==> src/rtl/huff_pkg.sv <==
// huff_pkg: state encoding and width helpers shared by the Huffman table encoder.
package huff_pkg;
  typedef enum logic [2:0] {S_IDLE, S_LOAD, S_MERGE, S_WALK, S_EMIT} state_t;
  function automatic int w_w(input int n, input int freq_w);
    return freq_w + $clog2(n);
  endfunction
  function automatic int idx_w(input int n);
    return $clog2(2 * n - 1);
  endfunction
  function automatic int len_w(input int n);
    return $clog2(n) + 1;
  endfunction
endpackage

==> src/rtl/huff_encoder_param_min2_finder.sv <==
// huff_min2_finder: picks the two lightest active nodes; ties go to the lower index.
module huff_min2_finder #(
  parameter int M  = 7,
  parameter int W  = 5,
  parameter int IW = 3
) (
  input  logic [M*W-1:0] i_wt,
  input  logic [M-1:0]   i_act,
  output logic [IW-1:0]  o_min1,
  output logic [IW-1:0]  o_min2
);
  logic [W-1:0] w_w1, w_w2;
  logic         w_f1, w_f2;
  always_comb begin
    o_min1 = '0;
    o_min2 = '0;
    w_w1   = '0;
    w_w2   = '0;
    w_f1   = 1'b0;
    w_f2   = 1'b0;
    for (int i = 0; i < M; i++) begin
      if (i_act[i]) begin
        if (!w_f1 || i_wt[i*W +: W] < w_w1) begin
          o_min2 = o_min1;
          w_w2   = w_w1;
          w_f2   = w_f1;
          o_min1 = IW'(i);
          w_w1   = i_wt[i*W +: W];
          w_f1   = 1'b1;
        end else if (!w_f2 || i_wt[i*W +: W] < w_w2) begin
          o_min2 = IW'(i);
          w_w2   = i_wt[i*W +: W];
          w_f2   = 1'b1;
        end
      end
    end
  end
endmodule

==> src/rtl/huff_encoder_param.sv <==
// huff_encoder_param: loads up to N symbols, builds the Huffman tree one merge per cycle,
// walks leaves to the root to form codes, then streams a (char, code, len) table.
module huff_encoder_param import huff_pkg::*; #(
  parameter int N      = 4,
  parameter int CHAR_W = 8,
  parameter int FREQ_W = 3
) (
  input  logic                  clk,
  input  logic                  reset_n,
  input  logic                  in_valid,
  output logic                  in_ready,
  input  logic [CHAR_W-1:0]     in_char,
  input  logic [FREQ_W-1:0]     in_freq,
  input  logic                  in_last,
  output logic                  out_valid,
  input  logic                  out_ready,
  output logic [CHAR_W-1:0]     out_char,
  output logic [N-2:0]          out_code,
  output logic [len_w(N)-1:0]   out_len,
  output logic                  done
);
  localparam int W_W    = w_w(N, FREQ_W);
  localparam int CODE_W = N - 1;
  localparam int LEN_W  = len_w(N);
  localparam int M      = 2 * N - 1;
  localparam int IW     = idx_w(N);
  localparam int KW     = $clog2(N + 1);
  localparam int LW     = $clog2(N);
  localparam int CW     = LEN_W;

  state_t             r_state, w_next;
  logic [KW-1:0]      r_k;
  logic [LW-1:0]      r_idx;
  logic [CW-1:0]      r_cnt;
  logic               r_done;
  logic [CHAR_W-1:0]  r_char [N];
  logic [IW-1:0]      r_cur  [N];
  logic [CODE_W-1:0]  r_code [N];
  logic [LEN_W-1:0]   r_len  [N];
  logic [W_W-1:0]     r_wt   [M];
  logic [IW-1:0]      r_par  [M];
  logic [M-1:0]       r_bit, r_hasp, r_act;
  logic [M*W_W-1:0]   w_wt_flat;
  logic [IW-1:0]      w_m1, w_m2, w_new, w_kn;
  logic [LW-1:0]      w_kl;
  logic               w_beat, w_last_beat, w_mdone, w_wdone, w_acc, w_end;

  for (genvar g = 0; g < M; g++) begin : g_flat
    assign w_wt_flat[g*W_W +: W_W] = r_wt[g];
  end

  huff_min2_finder #(.M(M), .W(W_W), .IW(IW)) u_min2 (
    .i_wt   (w_wt_flat),
    .i_act  (r_act),
    .o_min1 (w_m1),
    .o_min2 (w_m2)
  );

  assign in_ready    = r_state == S_IDLE || r_state == S_LOAD;
  assign w_beat      = in_valid && in_ready;
  assign w_last_beat = w_beat && (in_last || r_k == KW'(N - 1));
  assign w_kl        = LW'(r_k);
  assign w_kn        = IW'(r_k);
  assign w_new       = IW'(N) + IW'(r_cnt);
  // MERGE spends one extra cycle after the K-1 merges, so K=1 still passes through it
  assign w_mdone     = int'(r_cnt) >= int'(r_k) - 1;
  assign w_wdone     = r_cnt == CW'(CODE_W - 1);
  assign w_acc       = r_state == S_EMIT && out_ready;
  assign w_end       = w_acc && KW'(r_idx) == r_k - KW'(1);
  assign out_valid   = r_state == S_EMIT;
  assign out_char    = out_valid ? r_char[r_idx] : '0;
  assign out_code    = out_valid ? r_code[r_idx] : '0;
  assign out_len     = !out_valid ? '0 : r_len[r_idx] == '0 ? LEN_W'(1) : r_len[r_idx];
  assign done        = r_done;

  always_ff @(posedge clk or negedge reset_n)
    if (!reset_n) r_state <= S_IDLE;
    else r_state <= w_next;

  always_comb begin
    w_next = r_state;
    case (r_state)
      S_IDLE, S_LOAD: w_next = w_last_beat ? S_MERGE : w_beat ? S_LOAD : r_state;
      S_MERGE:        w_next = w_mdone ? S_WALK : S_MERGE;
      S_WALK:         w_next = w_wdone ? S_EMIT : S_WALK;
      S_EMIT:         w_next = w_end ? S_IDLE : S_EMIT;
      default:        w_next = S_IDLE;
    endcase
  end

  always_ff @(posedge clk or negedge reset_n)
    if (!reset_n) begin
      r_k    <= '0;
      r_idx  <= '0;
      r_cnt  <= '0;
      r_done <= 1'b0;
      r_bit  <= '0;
      r_hasp <= '0;
      r_act  <= '0;
      for (int i = 0; i < M; i++) begin
        r_wt[i]  <= '0;
        r_par[i] <= '0;
      end
      for (int i = 0; i < N; i++) begin
        r_char[i] <= '0;
        r_cur[i]  <= '0;
        r_code[i] <= '0;
        r_len[i]  <= '0;
      end
    end else begin
      r_done <= 1'b0;
      if (w_beat) begin
        r_char[w_kl] <= in_char;
        r_cur[w_kl]  <= w_kn;
        r_code[w_kl] <= '0;
        r_len[w_kl]  <= '0;
        r_wt[w_kn]   <= W_W'(in_freq);
        r_act[w_kn]  <= 1'b1;
        r_hasp[w_kn] <= 1'b0;
        r_k          <= r_k + KW'(1);
        r_cnt        <= '0;
      end
      if (r_state == S_MERGE) begin
        if (w_mdone) r_cnt <= '0;
        else begin
          r_wt[w_new]   <= r_wt[w_m1] + r_wt[w_m2];
          r_act[w_new]  <= 1'b1;
          r_hasp[w_new] <= 1'b0;
          r_act[w_m1]   <= 1'b0;
          r_act[w_m2]   <= 1'b0;
          r_hasp[w_m1]  <= 1'b1;
          r_hasp[w_m2]  <= 1'b1;
          r_par[w_m1]   <= w_new;
          r_par[w_m2]   <= w_new;
          r_bit[w_m1]   <= 1'b0;
          r_bit[w_m2]   <= 1'b1;
          r_cnt         <= r_cnt + CW'(1);
        end
      end
      if (r_state == S_WALK) begin
        r_cnt <= r_cnt + CW'(1);
        // each climb adds the next bit above those already collected
        for (int i = 0; i < N; i++)
          if (i < int'(r_k) && r_hasp[r_cur[i]]) begin
            r_code[i] <= r_code[i] | (CODE_W'(r_bit[r_cur[i]]) << r_len[i]);
            r_len[i]  <= r_len[i] + LEN_W'(1);
            r_cur[i]  <= r_par[r_cur[i]];
          end
      end
      if (w_acc) begin
        r_idx <= r_idx + LW'(1);
        if (w_end) begin
          r_idx  <= '0;
          r_k    <= '0;
          r_done <= 1'b1;
          r_act  <= '0;
          r_hasp <= '0;
        end
      end
    end
endmodule
==> config.mk <==
export PLATFORM = sky130hd
export DESIGN_NAME = huff_encoder_param
export DESIGN_NICKNAME = d
export VERILOG_FILES = /design/src/rtl/huff_pkg.sv /design/src/rtl/huff_encoder_param_min2_finder.sv /design/src/rtl/huff_encoder_param.sv
export SDC_FILE = /design/constraint.sdc
export NUM_CORES = 1
export LEC_CHECK = 0
export BUFFER_PORTS_ARGS = -buffer_cell sky130_fd_sc_hd__buf_2
export CAP_MARGIN = 0
export CORE_MARGIN = 4
export CORE_UTILIZATION = 35
export DETAILED_ROUTE_END_ITERATION = 12
export GPL_TIMING_DRIVEN = 1
export SYNTH_ARGS = -nofsm -noshare
export SYNTH_HDL_FRONTEND = slang
export SYNTH_HIERARCHICAL = 1
export SYNTH_SLANG_ARGS = --single-unit
==> constraint.sdc <==
create_clock -name clk -period 15.5 [get_ports clk]
set_input_delay 0.775 -clock clk [delete_from_list [all_inputs] [get_ports clk]]
set_output_delay 0.775 -clock clk [all_outputs]
set_load 0.02 [all_outputs]
==> run summary, run 1 <==
Status -> completed
Global-route wire length before repair -> 56900 microns
Setup TNS -> 0 ns
Share of cells above drive strength 1 -> 0.172
Adder-cell share of the synthesized area -> 0.0663
Post-synthesis async set-or-reset flop share -> 1.00
Antenna violations before repair -> 0
DR vias -> 10358
Worst EP required -> 15.83 ns
Wire length per cell -> 20.9 microns
Mapped cell area -> 12100 sq um
Delay-heaviest family, CP -> compound AO/OA/AOI/OAI gates
Most frequent cells in the layout -> 156 x dfrtp_1, 118 x nand2_1, 87 x nor2_1
Avg Synthesized Cell Area -> 9.63 sq um
Sink Count -> 157
Starting DRT DRC Count -> 1030
Post-synthesis compound-gate area fraction -> 0.223
Final worst path period share -> 0.930
CP endpoint kind -> register
Port Buffer Count -> 32
Chip width -> 194 microns
Vias in the first global route -> 9999
WP depth -> 59
Relative slew slack -> 0.282
IO Count -> 33
Drt drc -> 0
Worst Path Class, Setup -> reg2reg
CP max FO -> 21
GR Overflow Total -> 0
Largest family of logic cells by synthesized area -> compound AO/OA/AOI/OAI gates
Setup violators final -> 0
Starting Density -> 0.359
HP Class -> in2async
Clk_skew -> 0.00909 ns
Max-cap violation count -> 0
Hold-fix buffers, CTS -> 0
Gpl congestion -> 0.905
Mux cell area share after synthesis -> 0.190
R2R cell count -> 59
CP peak stage delay -> 0.61 ns
Largest net degree at the start of global routing -> 88
Core Area -> 33900 sq um
Area delta synth->final -> 8.81%
Clk slew on worst S/H paths -> 0.06 ns
Yosys top cell by area -> dfrtp_1
Top post-synthesis cells by area -> dfrtp_1 32%, mux4_2 6.5%, ha_1 6.4%
Synth cell types -> 97
Synth Area in Simple Gates -> 0.144
FP Rows -> 67
Num CTS Buffers -> 17
Ys Warns -> 6
CP Data Arrival Time -> 14.74 ns
Postcts setup bufs -> 0
Final #Nets -> 1333
Min Tclk post-route -> 14.42 ns
Startpoint type of the worst setup path -> register
Yosys reg bits -> 157
Die height -> 194 microns
Post-synthesis sequential area ratio -> 0.323
Gr usage total -> 0.186
Fin Hold WS -> 0.415 ns
Net Count, Synth -> 1340
RSZ-0062 raised after global routing -> false
Synth top area share -> 0.323
Root Driver -> clkbuf_16
Skew-Pair Late Insertion Delay -> 0.43 ns
Final hold vios -> 0
Number of synthesized flops with an enable pin -> 0
Antenna-violating nets left -> 0
Commonest non-fill, non-tap cell in the layout -> dfrtp_1
Drt via density -> 6.05
Total Die Area -> 37700 sq um
Worst path slowest cell -> dfrtp_2
Antenna diodes -> 0
Synthesized instance count -> 1261
Worst Tran Pin Value -> 1.07 ns
DRT Wirelength -> 35800 microns
Buf+Inv Stages, Crit Path -> 3
Max-slew violations -> 0
Post-cts resize count -> 0
Drt pass-1 iters -> 6
Dominant synthesized flop cell -> dfrtp_1
CTS H-tree depth -> 4
Max Freq -> 69.4 MHz
CTS Buffer Depth -> 2
CP dominant cell by count -> a21oi_1
Synth Area in XOR/XNOR -> 0.00917
CTS tree -> yes
DP Wirelength -> 26100 microns
## layer usage
metal  wire length, microns  global-route usage  vias up  share of wire
li1                       -                   -     4758              -
met5                      0                   0        -              0
met4                   1010              0.0643        0          0.028
met3                   1880              0.0266       69          0.053
met1                  15900               0.256     5131           0.45
met2                  17000               0.303      400           0.47
## area by class of cell
type	instances	area [sq um]
sequential	157	3930
fill	3369	20700
clock buffer	22	484
multi-input combinational	986	7710
timing repair buffer	39	219
tap	448	561
clock inverter	7	113
inverter	53	199
## state kept, by name, summed over array words and instances, names as in the netlist
name     cells
done         1
r_act        7
r_bit        7
r_char      32
r_cnt        3
r_code      12
r_cur       12
r_hasp       7
r_idx        2
r_k          3
r_len       12
r_par       21
r_state      3
r_wt        35
## worst reg2reg max path, delay by kind of cell (launching register included)
kind / cells / cell delay, ns
AO/OA/AOI/OAI: 34 / 6.88
XOR/XNOR: 1 / 0.45
adder cells (fa/ha/maj): 8 / 2.54
buffers and inverters: 3 / 0.44
flip-flops: 1 / 0.61
multiplexers: 4 / 1.53
AND/OR/NAND/NOR: 9 / 1.87
## cell families (layout without fill, tap and decap cells)
group	Yosys count	after routing
buffers and inverters	118	121
adders and majority gates	64	64
muxes	176	176
AOI/OAI and AO/OA	376	376
xor gates and xnor gates	11	11
DFF	157	157
and+or+nand+nor	359	359
## Yosys cell counts, types with 7 or more instances
library cell,count
o211a_1,14
a32o_1,10
nand3_1,36
a21oi_1,78
and2_1,9
buf_2,32
dfrtp_1,157
o22ai_1,7
mux4_2,35
mux2_2,62
xor2_1,7
a22o_1,12
a21o_1,21
o211ai_1,11
a221o_1,11
nand2b_1,9
clkbuf_1,20
a22oi_1,8
nor2b_1,18
nand4_1,10
o21ai_1,13
o21a_1,11
mux2i_1,76
a211o_1,7
o21ai_0,77
nor2_1,88
a221oi_1,11
and3_1,19
nor3_1,11
a31oi_1,13
nand2_1,118
inv_1,51
ha_1,62
## worst paths after layout
path	slack (ns)	end	start
max	1.08	r_wt[19]$_DFF_PN0_	r_act[0]$_DFF_PN0_
min	0.41	r_par[12]$_DFFE_PN0P_	reset_n
max reg2reg	1.08	r_wt[19]$_DFF_PN0_	r_act[0]$_DFF_PN0_
min reg2reg	0.49	r_code[2]$_DFF_PN0_	r_code[2]$_DFF_PN0_
max in group asynchronous	13.58	r_bit[3]$_DFFE_PN0P_	reset_n
min in group clk	0.49	r_code[2]$_DFF_PN0_	r_code[2]$_DFF_PN0_
## through the flow
step                      worst slack, ns  utilization  area, sq um  instances
final                                1.08        0.390        13200       1712
after global routing               0.0666        0.390        13200       1712
after CTS                           0.783        0.390        13200       1712
after detailed placement            0.809        0.372        12600       1683
after global placement               1.25        0.372        12600       1683
after floorplan                      2.54            -        12100       1261
Power of run 1 is not shown: default switching activity piles up to over one toggle a cycle in this logic, so the estimate is an artifact.
==> run 2: changes to the inputs <==
--- a/config.mk
+++ b/config.mk
@@ -5,11 +5,11 @@
 export SDC_FILE = /design/constraint.sdc
 export NUM_CORES = 1
 export LEC_CHECK = 0
-export BUFFER_PORTS_ARGS = -buffer_cell sky130_fd_sc_hd__buf_2
 export CAP_MARGIN = 0
 export CORE_MARGIN = 4
 export CORE_UTILIZATION = 35
 export DETAILED_ROUTE_END_ITERATION = 12
+export DONT_BUFFER_PORTS = 1
 export GPL_TIMING_DRIVEN = 1
 export SYNTH_ARGS = -nofsm -noshare
 export SYNTH_HDL_FRONTEND = slang
==> run summary, run 2 (synthesized netlist as in run 1, its figures left out) <==
Status -> completed
Multi-input gate area -> 7700 sq um (about the same)
DR vias -> 10230 (-1.2%)
Worst path slowest cell -> dfrtp_2
Worst Tran Pin Value -> 1.15 ns (+0.0819 ns)
Delay-heaviest family, CP -> compound AO/OA/AOI/OAI gates
Most frequent cells in the layout -> 156 x dfrtp_1, 118 x nand2_1, 88 x nor2_1
FF+latch area -> 3930 sq um (unchanged)
Drt via density -> 6.07 (+0.41%)
Postcts setup bufs -> 0 (unchanged)
Die height -> 194 microns (unchanged)
Final Util -> 0.385 (-0.00491)
Total Die Area -> 37700 sq um (unchanged)
Setup TNS -> 0 ns (unchanged)
Port Buffer Count -> 0 (-100%)
FP Rows -> 67 (unchanged)
Final worst path period share -> 0.941 (+0.0107)
Root Driver -> clkbuf_16
Area delta synth->final -> 7.44%
Max-cap violation count -> 0 (unchanged)
CP endpoint kind -> register
CTS tree -> yes
Gr usage total -> 0.184 (-0.00213)
Max reg flops -> 35 (unchanged)
Drt drc -> 0 (unchanged)
DP Wirelength -> 26200 microns (+0.37%)
GR Overflow Total -> 0 (unchanged)
Max-slew violations -> 0 (unchanged)
Antenna violations before repair -> 0 (unchanged)
Chip width -> 194 microns (unchanged)
Largest net degree at the start of global routing -> 158 (+80%)
Setup violators final -> 0 (unchanged)
Worst EP required -> 15.83 ns (about the same)
Wire length per cell -> 21.3 microns (+2.1%)
R2R cell count -> 59 (unchanged)
Antenna diodes -> 0 (unchanged)
Final hold vios -> 0 (unchanged)
Commonest non-fill, non-tap cell in the layout -> dfrtp_1
Final #Nets -> 1302 (-2.3%)
Min Tclk post-route -> 14.58 ns (+0.166 ns)
RSZ-0062 raised after global routing -> false
Starting Density -> 0.359 (unchanged)
Share of cells above drive strength 1 -> 0.153 (-0.0196)
Clk slew on worst S/H paths -> 0.07 ns (about the same)
Largest register by flop count -> r_wt
HP Class -> in2async
Max Freq -> 68.6 MHz (-1.1%)
Largest registers -> r_wt x35, r_char x32, r_par x21
Drt pass-1 iters -> 7 (+1)
CP peak stage delay -> 0.60 ns (about the same)
Startpoint type of the worst setup path -> register
DRT Wirelength -> 36000 microns (+0.39%)
Vias in the first global route -> 9704 (-3.0%)
CTS H-tree depth -> 4 (unchanged)
Gpl congestion -> 0.955 (+5.5%)
Relative slew slack -> 0.210 (-0.0714)
CP Data Arrival Time -> 14.91 ns (+0.17 ns)
CP max FO -> 21 (unchanged)
Fill cell count -> 3356 (-0.39%)
Num CTS Buffers -> 17 (unchanged)
Clk_skew -> 0.0126 ns (+0.00348 ns)
Antenna-violating nets left -> 0 (unchanged)
WP depth -> 59 (unchanged)
Skew-Pair Late Insertion Delay -> 0.44 ns (about the same)
Global-route wire length before repair -> 56400 microns (-0.80%)
IO Count -> 33 (unchanged)
Core Area -> 33900 sq um (unchanged)
Sink Count -> 157 (unchanged)
CTS Buffer Depth -> 2 (unchanged)
Starting DRT DRC Count -> 1056 (+2.5%)
Buf+Inv Stages, Crit Path -> 3 (unchanged)
Worst Path Class, Setup -> reg2reg
run 2: cell types whose count changed in the layout (fill, tap and decap cells not counted), moves of 4 or more:
cell	previous run	this run
buf_2	31	0
clkbuf_8	4	0
clkinv_4	0	4
clkinv_8	0	4
inv_8	0	4
run 2: metal layers:
layer | GRT usage | share of wire
met1 | 0.257 | 0.45
met2 | 0.301 | 0.48
met3 | 0.0255 | 0.053
met4 | 0.0529 | 0.022
met5 | 0 | 0
run 2: path summary, 6_finish.rpt:
path | from | to | slack, ns
worst max-delay path | r_act[0]$_DFF_PN0_ | r_wt[4]$_DFF_PN0_ | 0.92
worst min-delay path | reset_n | r_par[9]$_DFFE_PN0P_ | 0.03
worst max register to register | r_act[0]$_DFF_PN0_ | r_wt[4]$_DFF_PN0_ | 0.92
worst min register to register | r_code[2]$_DFF_PN0_ | r_code[2]$_DFF_PN0_ | 0.50
max in group asynchronous | reset_n | r_len[11]$_DFF_PN0_ | 15.16
min in group clk | in_char[4] | r_char[12]$_DFFE_PN0P_ | 0.48
run 2: layout make-up:
class	instances	area share
flip-flops and latches	157	0.301
clock inverters	15	0.0131
well taps	448	0.0430
multi-input cells	986	0.590
inverters	53	0.0152
clock buffers	17	0.0326
repair buffers	8	0.00460
run 2: timing repair:
action                     in CTS  in global routing
setup endpoints to repair       0                 21
hold endpoints to repair        0                  0
hold buffers                    0                  0
gates resized for setup         0                  2
run 2: metrics by stage:
stage,hold slack [ns],std cells,cell area [sq um],setup slack [ns]
3_3_place_gp,0.480,1652,12400,1.34
3_5_place_dp,0.488,1652,12400,0.868
5_1_grt,0.0101,1684,13000,0.0101
6_report,0.0347,1684,13000,0.919
2_1_floorplan,0.458,1261,12100,2.54
4_1_cts,0.0214,1684,13000,0.843
Power of run 2 is left out for the same reason.
==> run 3: changes to the inputs <==
--- a/config.mk
+++ b/config.mk
@@ -11,6 +11,8 @@
 export DETAILED_ROUTE_END_ITERATION = 12
 export DONT_BUFFER_PORTS = 1
 export GPL_TIMING_DRIVEN = 1
+export RECOVER_POWER = 50
+export SKIP_LAST_GASP = 1
 export SYNTH_ARGS = -nofsm -noshare
 export SYNTH_HDL_FRONTEND = slang
 export SYNTH_HIERARCHICAL = 1
==> run summary, run 3 (synthesized netlist as in run 1, its figures left out) <==
Final hold vios -> 0 (unchanged)
Drt via density -> 6.08 (about the same)
Met3 Track Usage GR -> 0.0255 (unchanged)
Vias in the first global route -> 9704 (unchanged)
Largest register by flop count -> r_wt
CP Data Arrival Time -> 14.94 ns (+0.03 ns)
Cell Count, Final, Fillers Out -> 1684 (unchanged)
DR vias -> 10231 (+0.0098%)
Chip width -> 194 microns (unchanged)
Drt pass-1 iters -> 6 (-1)
Clk slew on worst S/H paths -> 0.07 ns (about the same)
Met1 Use GR -> 0.257 (unchanged)
Placed cell count -> 1652 (unchanged)
Worst EP required -> 15.83 ns (about the same)
Wire length per cell -> 21.4 microns (+0.14%)
Starting Density -> 0.359 (unchanged)
CTS tree -> yes
GR Overflow Total -> 0 (unchanged)
IO Count -> 33 (unchanged)
Core Area -> 33900 sq um (unchanged)
Max-slew violations -> 0 (unchanged)
Global-route wire length before repair -> 56400 microns (unchanged)
Area delta synth->final -> 7.34% (about the same)
HP Class -> in2async
Root Driver -> clkbuf_16
Startpoint type of the worst setup path -> register
Final worst path period share -> 0.943 (+0.00182)
DP Wirelength -> 26200 microns (unchanged)
Setup TNS -> 0 ns (unchanged)
Setup violators final -> 0 (unchanged)
Sink Count -> 157 (unchanged)
Largest net degree at the start of global routing -> 158 (unchanged)
Status -> completed
Gpl congestion -> 0.955 (unchanged)
Worst Tran Pin Value -> 0.974 ns (-0.181 ns)
Worst path slowest cell -> dfrtp_2
Delay-heaviest family, CP -> compound AO/OA/AOI/OAI gates
CTS Buffer Depth -> 2 (unchanged)
Total Die Area -> 37700 sq um (unchanged)
Die height -> 194 microns (unchanged)
Relative slew slack -> 0.334 (+0.124)
Antenna diodes -> 0 (unchanged)
DRT Wirelength -> 36000 microns (+0.14%)
Postcts setup bufs -> 0 (unchanged)
Buf+Inv Stages, Crit Path -> 3 (unchanged)
Drt drc -> 0 (unchanged)
Worst Path Class, Setup -> reg2reg
CTS H-tree depth -> 4 (unchanged)
Antenna-violating nets left -> 0 (unchanged)
FP Rows -> 67 (unchanged)
Final Util -> 0.385 (about the same)
CP peak stage delay -> 0.60 ns (about the same)
Commonest non-fill, non-tap cell in the layout -> dfrtp_1
RSZ-0062 raised after global routing -> false
Clk_skew -> 0.0128 ns (+0.000228 ns)
CP endpoint kind -> register
CP max FO -> 21 (unchanged)
Max Freq -> 68.4 MHz (-0.19%)
GRT met2 Usage -> 0.301 (unchanged)
Most frequent cells in the layout -> 156 x dfrtp_1, 118 x nand2_1, 88 x nor2_1
Fin Hold WS -> 0.0339 ns (-0.000767 ns)
Skew-Pair Late Insertion Delay -> 0.44 ns (about the same)
Port Buffer Count -> 0 (unchanged)
Share of cells above drive strength 1 -> 0.150 (-0.00324)
Antenna violations before repair -> 0 (unchanged)
Starting DRT DRC Count -> 1132 (+7.2%)
Largest registers -> r_wt x35, r_char x32, r_par x21
Final #Nets -> 1302 (unchanged)
Max-cap violation count -> 0 (unchanged)
Gr usage total -> 0.184 (unchanged)
Num CTS Buffers -> 17 (unchanged)
Max reg flops -> 35 (unchanged)
Min Tclk post-route -> 14.61 ns (+0.0282 ns)
Busiest grt layer -> met2
-- run 3: cell count changes in the layout (fill, tap and decap cells not counted), sizes merged --
| cell | previous run | this run |
|---|---|---|
| buf | 8 | 7 |
| clkbuf | 17 | 18 |
-- run 3: layout make-up --
cell class | instances | area (sq um)
Clock buffer | 17 | 425
Clock inverter | 15 | 171
Fill cell | 3360 | 20800
Inverter | 53 | 199
Multi-Input combinational cell | 986 | 7690
Sequential cell | 157 | 3930
Tap cell | 448 | 561
Timing Repair Buffer | 8 | 56.3
-- run 3: layer usage --
| metal | up-vias | wire length [microns] | share of wire |
|---|---|---|---|
| li1 | 4696 | - | - |
| met3 | 58 | 2070 | 0.057 |
| met5 | - | 0 | 0 |
| met2 | 398 | 17000 | 0.47 |
| met4 | 0 | 808 | 0.022 |
| met1 | 5079 | 16100 | 0.45 |
-- run 3: repair_timing --
item,4_1_cts,5_1_grt
endpoints found under the hold margin,0,0
hold buffers,0,0
setup endpoints to repair,0,21
gates resized for setup,0,2
-- run 3: path summary, 6_finish.rpt --
check	start	to	slack, ns	cells after the start
worst max-delay path	r_act[0]$_DFF_PN0_	r_wt[4]$_DFF_PN0_	0.89	58
worst min-delay path	reset_n	r_par[15]$_DFFE_PN0P_	0.03	0
worst max register to register	r_act[0]$_DFF_PN0_	r_wt[4]$_DFF_PN0_	0.89	58
worst min register to register	r_code[2]$_DFF_PN0_	r_code[2]$_DFF_PN0_	0.50	1
max in group asynchronous	reset_n	r_len[3]$_DFF_PN0_	15.13	0
min in group clk	in_char[4]	r_char[12]$_DFFE_PN0P_	0.48	1
-- run 3: through the flow --
stage	instance area (sq um)	setup slack [ns]
after global routing	13000	0.0101
after detailed placement	12400	0.868
after floorplan	12100	2.54
final	13000	0.891
after CTS	13000	0.843
after global placement	12400	1.34
-- run 3: worst register-to-register path: cells and delay by family (launching register included) --
| family | cells | cell delay (ns) |
|---|---|---|
| adders and majority gates | 8 | 2.52 |
| buffers and inverters | 3 | 0.45 |
| and+or+nand+nor | 11 | 2.36 |
| xor gates and xnor gates | 1 | 0.49 |
| muxes | 3 | 1.13 |
| DFF | 1 | 0.60 |
| AOI/OAI and AO/OA | 32 | 6.97 |
Power of run 3 is left out for the same reason.
